--- config.mk ---
export PLATFORM = sky130hd
export DESIGN_NAME = lcd_scanner
export DESIGN_NICKNAME = d
export VERILOG_FILES = /design/src/rtl/gw_lcd_pkg.sv /design/src/rtl/lcd_frame_slot.sv /design/src/rtl/lcd_scanner.sv
export SDC_FILE = /design/constraint.sdc
export NUM_CORES = 1
export LEC_CHECK = 0
export ABC_CLOCK_PERIOD_IN_PS = 2650
export BUFFER_PORTS_ARGS = -buffer_cell sky130_fd_sc_hd__buf_2
export CAP_MARGIN = 20
export CELL_PAD_IN_SITES_DETAIL_PLACEMENT = 1
export CELL_PAD_IN_SITES_GLOBAL_PLACEMENT = 2
export CORE_UTILIZATION = 37
export CTS_CLUSTER_DIAMETER = 50
export DETAILED_ROUTE_END_ITERATION = 7
export PLACE_DENSITY = 0.81
export SYNTH_ARGS = -nofsm -noshare
export SYNTH_HDL_FRONTEND = slang
export SYNTH_SLANG_ARGS = --single-unit
--- constraint.sdc ---
create_clock -name clk -period 2.65 [get_ports clk]
set_clock_uncertainty 0.15 [all_clocks]
set_input_delay 0.53 -clock clk [delete_from_list [all_inputs] [get_ports clk]]
set_output_delay 0.53 -clock clk [all_outputs]
set_load 0.01 [all_outputs]
--- src/rtl/gw_lcd_pkg.sv ---
// gw_lcd_pkg: shared types and constants for the LCD segment scanner.
//   lcd_scan_state_t : scanner FSM encoding
//   lcd_frame_t      : one complete 128-bit segment frame
//   frame_idx()      : bit position of a segment inside a frame,
//                      laid out as {h[1:0], b_not_a, seg[3:0]}
package gw_lcd_pkg;

    localparam int unsigned H_COUNT      = 4;
    localparam int unsigned SEGS_PER_BUS = 16;
    localparam int unsigned FRAME_BITS   = 128;

    typedef enum logic [1:0] {
        IDLE,
        SETTLE,
        SAMPLE,
        PUBLISH
    } lcd_scan_state_t;

    typedef logic [FRAME_BITS-1:0] lcd_frame_t;

    function automatic logic [6:0] frame_idx(
        input logic [1:0] h,
        input logic       b,
        input logic [3:0] seg
    );
        return {h, b, seg};
    endfunction

endpackage

--- src/rtl/lcd_frame_slot.sv ---
// lcd_frame_slot: holds the published segment frame and runs the
// valid/ready handshake towards the video renderer.
//   clk, reset_n : clock, asynchronous active-low reset
//   publish      : one-cycle request to publish next_frame
//   next_frame   : frame offered by the scanner
//   frame_ready  : renderer accepts the current frame
//   frame        : published frame (stable while frame_valid=1)
//   frame_valid  : frame holds an unconsumed frame
//   overrun      : sticky, a publish was dropped because the slot was full
module lcd_frame_slot
    import gw_lcd_pkg::*;
(
    input  logic       clk,
    input  logic       reset_n,
    input  logic       publish,
    input  lcd_frame_t next_frame,
    input  logic       frame_ready,
    output lcd_frame_t frame,
    output logic       frame_valid,
    output logic       overrun
);

    always_ff @(posedge clk or negedge reset_n) begin
        if (!reset_n) begin
            frame       <= '0;
            frame_valid <= 1'b0;
            overrun     <= 1'b0;
        end else if (publish) begin
            // An accept in the publish cycle frees the slot for the new frame.
            if (!frame_valid || frame_ready) begin
                frame       <= next_frame;
                frame_valid <= 1'b1;
            end else begin
                overrun <= 1'b1;
            end
        end else if (frame_valid && frame_ready) begin
            frame_valid <= 1'b0;
        end
    end

endmodule

--- src/rtl/lcd_scanner.sv ---
// lcd_scanner: reading end of the display-RAM segment cache. Steps the LCD
// H select through 0..3, samples the A/B segment buses once per H after a
// settle delay, and publishes each complete 128-bit frame to the renderer.
//   clk, reset_n           : clock, asynchronous active-low reset
//   enable                 : scanning enabled (stops at the next H boundary)
//   lcd_h                  : H select to the segment cache
//   segment_a, segment_b   : segment buses for the current lcd_h
//   frame, frame_valid     : published frame and its valid flag
//   frame_ready            : renderer accepts the frame
//   overrun                : sticky, a completed frame was dropped
//   scanning               : FSM is not idle
// Parameters: SCAN_DIV (cycles per H, 4..65535), SETTLE (1..SCAN_DIV-1).
// Optional: define LCD_SCANNER_PERSIST_EN to OR each published frame with
// the shadow of the previous completed frame (LCD persistence emulation).
module lcd_scanner #(
    parameter int unsigned SCAN_DIV = 1024,
    parameter int unsigned SETTLE   = 2
) (
    input  logic         clk,
    input  logic         reset_n,
    input  logic         enable,
    output logic [1:0]   lcd_h,
    input  logic [15:0]  segment_a,
    input  logic [15:0]  segment_b,
    output logic [127:0] frame,
    output logic         frame_valid,
    input  logic         frame_ready,
    output logic         overrun,
    output logic         scanning
);
    import gw_lcd_pkg::*;

    localparam logic [15:0] SETTLE_LAST = 16'(SETTLE - 1);
    localparam logic [15:0] SAMPLE_AT   = 16'(SETTLE);
    localparam logic [15:0] DWELL_LAST  = 16'(SCAN_DIV - 1);

    lcd_scan_state_t state, state_next;
    logic [15:0]     count, count_next;
    logic [1:0]      h_next;
    logic            capture;
    logic            publish;
    lcd_frame_t      shadow;
    lcd_frame_t      publish_data;

    always_ff @(posedge clk or negedge reset_n) begin
        if (!reset_n) begin
            state <= IDLE;
            count <= '0;
            lcd_h <= '0;
        end else begin
            state <= state_next;
            count <= count_next;
            lcd_h <= h_next;
        end
    end

    // The post-sample dwell stays in SAMPLE; the capture happens only on its
    // first cycle (count==SETTLE), so the counter runs unbroken across the
    // whole H period and every period is exactly SCAN_DIV cycles.
    always_comb begin
        state_next = state;
        count_next = count;
        h_next     = lcd_h;
        capture    = 1'b0;
        publish    = 1'b0;
        case (state)
            IDLE: begin
                if (enable) begin
                    state_next = gw_lcd_pkg::SETTLE;
                    h_next     = '0;
                    count_next = '0;
                end
            end
            gw_lcd_pkg::SETTLE: begin
                count_next = count + 16'd1;
                if (count == SETTLE_LAST) begin
                    state_next = SAMPLE;
                end
            end
            SAMPLE: begin
                capture = (count == SAMPLE_AT);
                if (count == DWELL_LAST) begin
                    if (lcd_h == 2'd3) begin
                        state_next = PUBLISH;
                    end else if (!enable) begin
                        // Partial frame abandoned; lcd_h held until re-enable.
                        state_next = IDLE;
                        count_next = '0;
                    end else begin
                        h_next     = lcd_h + 2'd1;
                        count_next = '0;
                        state_next = gw_lcd_pkg::SETTLE;
                    end
                end else begin
                    count_next = count + 16'd1;
                end
            end
            PUBLISH: begin
                publish    = 1'b1;
                h_next     = '0;
                count_next = '0;
                state_next = enable ? gw_lcd_pkg::SETTLE : IDLE;
            end
            default: begin
                state_next = IDLE;
            end
        endcase
    end

    always_ff @(posedge clk or negedge reset_n) begin
        if (!reset_n) begin
            shadow <= '0;
        end else if (capture) begin
            shadow[frame_idx(lcd_h, 1'b0, 4'd0) +: 32] <= {segment_b, segment_a};
        end
    end

`ifdef LCD_SCANNER_PERSIST_EN
    lcd_frame_t prev_shadow;

    // Updated on every publish, including ones the slot drops.
    always_ff @(posedge clk or negedge reset_n) begin
        if (!reset_n) begin
            prev_shadow <= '0;
        end else if (publish) begin
            prev_shadow <= shadow;
        end
    end

    assign publish_data = shadow | prev_shadow;
`else
    assign publish_data = shadow;
`endif

    lcd_frame_slot u_slot (
        .clk         (clk),
        .reset_n     (reset_n),
        .publish     (publish),
        .next_frame  (publish_data),
        .frame_ready (frame_ready),
        .frame       (frame),
        .frame_valid (frame_valid),
        .overrun     (overrun)
    );

    assign scanning = (state != IDLE);

endmodule

* Word-level counts from Yosys, hierarchy flattened
Cells that the tools add are included.
Word-level totals: register bits after elaboration 278, output and inout bits 133, input port bits 36, word-level logic and storage cells 61
Operators by class: equality and inequality tests 14, shift-type cells 2, bitwise gates (word level) 1, muxes and demuxes 21, add/sub/neg operators 3, reduce and logical (&&, ||, !) cells 13
Operator list (count):
- $bwmux W128 | 1
- $shift A32 B9 Y128 const A | 1
- $shiftx A32 B9 Y128 | 1
- $pmux W16 S4 | 1
- $mux W16 | 3
- $add A16 B1 Y16 const B | 1
- $eq A16 B1 Y1 const B | 1
- $eq A16 B10 Y1 const B | 1
- $eq A16 B2 Y1 const B | 1
- $mux W2 | 8
- $ne A2 B2 Y1 const B | 5
- $neg A7 Y9 | 1
- $pmux W2 S4 | 1
- $reduce_and A2 Y1 | 4
- $eq A2 B2 Y1 const B | 3
- $mux W1 | 6
- $pmux W2 S3 | 1
- $reduce_and A5 Y1 | 1
- $reduce_bool A2 Y1 | 2
- $ne A3 B3 Y1 const B | 1
- $reduce_and A3 Y1 | 1
- $reduce_bool A3 Y1 | 1
- $add A2 B1 Y2 const B | 1
- $eq A2 B1 Y1 const B | 1
- 6 further kinds | 6

* Longest topological paths before layout
word-level depth 5, gate-level depth with buffers 7, mapped depth without buffers 7

* Modules after synthesis
Synthesis repeated with hierarchy kept, for this count alone.
Unflattened totals: cells, all modules 983, area, all modules 11888.9 µm²
Modules (own cells, without submodules):
- lcd_scanner | sequential area each 3703.6 µm², times used 1, area an instance 6615.1 µm², cells each 706
- lcd_frame_slot | sequential area each 3253.1 µm², times used 1, area an instance 5273.8 µm², cells each 277

* Worst setup path after synthesis
No wires, ideal clock.
path type register to register, start register state[0], end register count[15], setup time 0.126 ns, data required time 2.374 ns, stages on the path, launching flop included 8, arrival time 1.921 ns, path buffers 1, path slack 0.453 ns, period minus slack after synthesis 2.197 ns, cells stage by stage dfrtp_1 -> inv_1 -> ha_1 -> buf_2 -> nand4_1 -> o21ai_4 -> nor2_2 -> a221o_1
On the way: longest elaborated chain between the ends 3, elaborated cells between the ends (all ways) 8, those cells by class 5 x eq/ne; 1 x mux; 2 x reduce/logical
RTL lines:
- start: declaration | line lcd_scanner.sv:37 | lcd_scan_state_t state, state_next;
- start signal: assignment | line lcd_scanner.sv:51 | state <= state_next;
- $eq A2 B2 Y1 / $logic_not A2 Y1 (equally long branches) | line lcd_scanner.sv:66 | case (state)
- $ne A3 B3 Y1 (no source line) / $ne A2 B2 Y1 (equally long branches)
- $reduce_and A2 Y1 (no source line)
- end signal: assignment | line lcd_scanner.sv:52 | count <= count_next;
- end: declaration | line lcd_scanner.sv:38 | logic [15:0] count, count_next;
Several ways; a longest one is shown, not always the timed one. A chain may end at the register's enable or synchronous reset.

* Final worst setup path
start register count[11], end register shadow[32] (netlist: publish_data[32])
On the way: longest elaborated chain between the ends 2
RTL lines:
- $eq A16 B2 Y1 | line lcd_scanner.sv:81 | capture = (count == SAMPLE_AT);
- $mux W1 | line lcd_scanner.sv:66
- end signal: indexed assignment | line lcd_scanner.sv:114 | shadow[frame_idx(lcd_h, 1'b0, 4'd0) +: 32] <= {segment_b, segment_a};
- end: declaration | line lcd_scanner.sv:42 | lcd_frame_t shadow;
No other way between the ends.

==> impl_metrics.env <==
export IMPL_status="finished, final reports clean"
export IMPL_numClockSinks=278
export IMPL_tritoncts="built"
export IMPL_arrival_ns=2.57
export IMPL_cp_startpoint="count[11]"
export IMPL_async_flop_share=1.000
export IMPL_ys_ff_latch=278
export IMPL_track_usage=0.1938
export IMPL_synthesis_instances=983
export IMPL_clockPowerShare=0.507
export IMPL_switching_power_mw=1.931
export IMPL_synthAdderAreaFrac=0.01448
export IMPL_io_buffers=168
export IMPL_ctsResizeCount=0
export IMPL_first_iter_violations=420
export IMPL_syn_avg_cell_area_um2=11.43
export IMPL_worstSetupEndpointType="flop"
export IMPL_cp_max_fo=34
export IMPL_vias=7876
export IMPL_synthXorXnorAreaFrac=0.002339
export IMPL_slowest_stage="and4_1"
export IMPL_slew_violations=0
export IMPL_fin_crit_sh=0.8920
export IMPL_mostFrequentLayoutCells="278 x dfrtp_1, 265 x nand2_1, 167 x buf_2"
export IMPL_synth_edf_count=0
export IMPL_grt_pass1_vias=8547
export IMPL_synth_ff_type="dfrtp_1"
export IMPL_finalNetCount=1214
export IMPL_synthMuxAreaShare=0.1292
export IMPL_ys_warn_count=0
export IMPL_tightestPinTransition_ns=0.4757
export IMPL_io_pins=169
export IMPL_synth_cell_types=49
export IMPL_setup_tns_ns=0
export IMPL_rsz0062_at_grt="no"
export IMPL_clk_latency_ns=0.50
export IMPL_die_y_um=176.3
export IMPL_grt_max_degree=85
export IMPL_grt_pass1_wl_um=47450
export IMPL_root_buffer="clkbuf_16"
export IMPL_reg2reg_from="count[11]"
export IMPL_min_from="segment_b[15]"
export IMPL_slew_headroom=0.6795
export IMPL_critPathRequiredTime_ns=2.85
export IMPL_area_delta_synth_final_pct=22.89
export IMPL_routed_wl_um=28890
export IMPL_yosysSeqAreaShare=0.6192
export IMPL_core_um2=29720
export IMPL_start_util=0.3780
export IMPL_syn_area_um2=11230
export IMPL_synth_top_family_by_area="multiplexers"
export IMPL_place_gp_congestion=0.7997
export IMPL_drtAntennaViolNets=0
export IMPL_post_route_drc_count=0
export IMPL_hold_viol=0
export IMPL_cp_start_kind="flop"
export IMPL_synth_compound_area_frac=0.08141
export IMPL_finalSetupViolCount=0
export IMPL_ir_drop_v=0.0003914
export IMPL_overflow=0
export IMPL_period_minus_slack_ns=2.364
export IMPL_drv_cap=0
export IMPL_drive_gt1_frac=0.3384
export IMPL_h_tree_depth=2
export IMPL_die_w_um=176.3
export IMPL_yosys_area_share_simple=0.1286
export IMPL_critical_path_class="reg -> reg"
export IMPL_cts_buffers=34
export IMPL_combPwrFrac=0.023
export IMPL_clock_path_buffers=3
export IMPL_dieArea_um2=31060
export IMPL_cp_cell_sequence="nor4_4 > and4_1 > nand4_4 > buf_4 > nand2_1 > o21ai_0"
export IMPL_max_stage_delay_ns=0.55
export IMPL_antenna_found_initial=0
export IMPL_clk_pin_slew_ns=0.06
export IMPL_num_rows=63
export IMPL_first_pass_iters=4
export IMPL_hold_ws_ns=0.1574
export IMPL_fmax_ghz=0.4231
export IMPL_switching_share=0.2135
export IMPL_final_common_cell="dfrtp_1"
export IMPL_viasPerCell=4.991
export IMPL_p_per_area_nw_per_um2=655.1
export IMPL_regToRegSetupSlack_ns=0.29
export IMPL_post_drt_wl_per_cell_um=18.31
export IMPL_antenna_cells=0
export IMPL_synth_net_count=1032
export IMPL_seqPwrFrac=0.470
export IMPL_min_path_type="in -> reg"
export IMPL_total_leakage_power_nw=7.207
export IMPL_dp_hpwl_um=19710
export IMPL_intPower_mw=7.113
## critical path, delay by kind of cell (launching register included)
family	cells	cell delay, ns
AOI/OAI and AO/OA	1	0.11
buffers and inverters	1	0.27
DFF	1	0.48
and+or+nand+nor	4	1.20
## layer usage
| metal | up-vias | part of all wire | GRT usage |
|---|---|---|---|
| met5 | - | 0 | 0 |
| li1 | 3689 | - | - |
| met2 | 146 | 0.47 | 0.3143 |
| met4 | 0 | 0.019 | 0.04855 |
| met1 | 3995 | 0.46 | 0.2646 |
| met3 | 46 | 0.048 | 0.03984 |
## cell families after synthesis
logic type      Yosys count
xor+xnor                  3
fa+ha+maj                13
flops                   278
buf+inv                  64
compound gates          165
simple gates            331
mux                     129
## what timing repair did
action                                 4_1_cts  5_1_grt
endpoints found under the hold margin       46        0
setup buffers                                0        0
hold buffers                                 1        0
## metrics by stage
step	utilization	area (um^2)	power, mW	cells	setup slack [ns]
floorplan	-	11230	4.360	983	0.4528
global placement	0.4265	12670	4.543	1518	0.3781
detailed placement	0.4265	12670	4.543	1518	0.2708
CTS	0.4646	13810	9.176	1578	0.2726
global route	0.4646	13810	9.360	1578	0.1479
finish	0.4646	13810	9.044	1578	0.2862
## final timing paths
kind | to | depth (start not counted)
min in group asynchronous | u_slot.frame[93] | 2
worst max-delay path | publish_data[32] | 6
worst max register to register | publish_data[32] | 6
worst min-delay path | publish_data[95] | 3
max in group asynchronous | count[11] | 3
worst min register to register | u_slot.overrun | 1
## synth_stat cells (all sizes together) (2+ instances only)
master,count,area share
nor4,6,0.0047
nor2b,3,0.0017
o22ai,2,0.0011
nand2b,3,0.0017
o21ai,138,0.062
xor2,2,0.0016
a22o,7,0.0060
nand4,6,0.0087
nor3b,4,0.0027
a21oi,4,0.0018
nor3,6,0.0027
a2bb2oi,2,0.0016
and3,3,0.0018
ha,13,0.014
clkbuf,32,0.012
dfrtp,278,0.62
a31oi,2,0.0011
nand2,266,0.089
mux2,128,0.13
buf,20,0.0091
inv,12,0.0040
nand3,12,0.0058
o31ai,3,0.0020
nor2,16,0.0056
## flip-flops by register name, summed over array words and instances (netlist names)
register	count
state	2
u_slot.overrun	1
count	16
u_slot.frame	128
publish_data	128
lcd_h	2
u_slot.frame_valid	1
## layout make-up
type                    instances  area (um^2)
fillers                      3220        15910
repair buffers                198         1166
inverters                      12        45.04
well taps                     390        488.0
flip-flops and latches        278         6957
clock buffers                  47        991.0
clock inverters                12        131.4
multi-input cells             641         4028
## power groups by stage
stage                     logic, mW  registers (mW)  clock network, mW
after floorplan              0.0347            4.33                  0
after global placement        0.218            4.32                  0
after detailed placement      0.218            4.32                  0
after CTS                     0.220            4.25               4.71
after global routing          0.241            4.25               4.87
final                         0.210            4.25               4.58
Note: power is estimated with default switching activity, not from simulation.
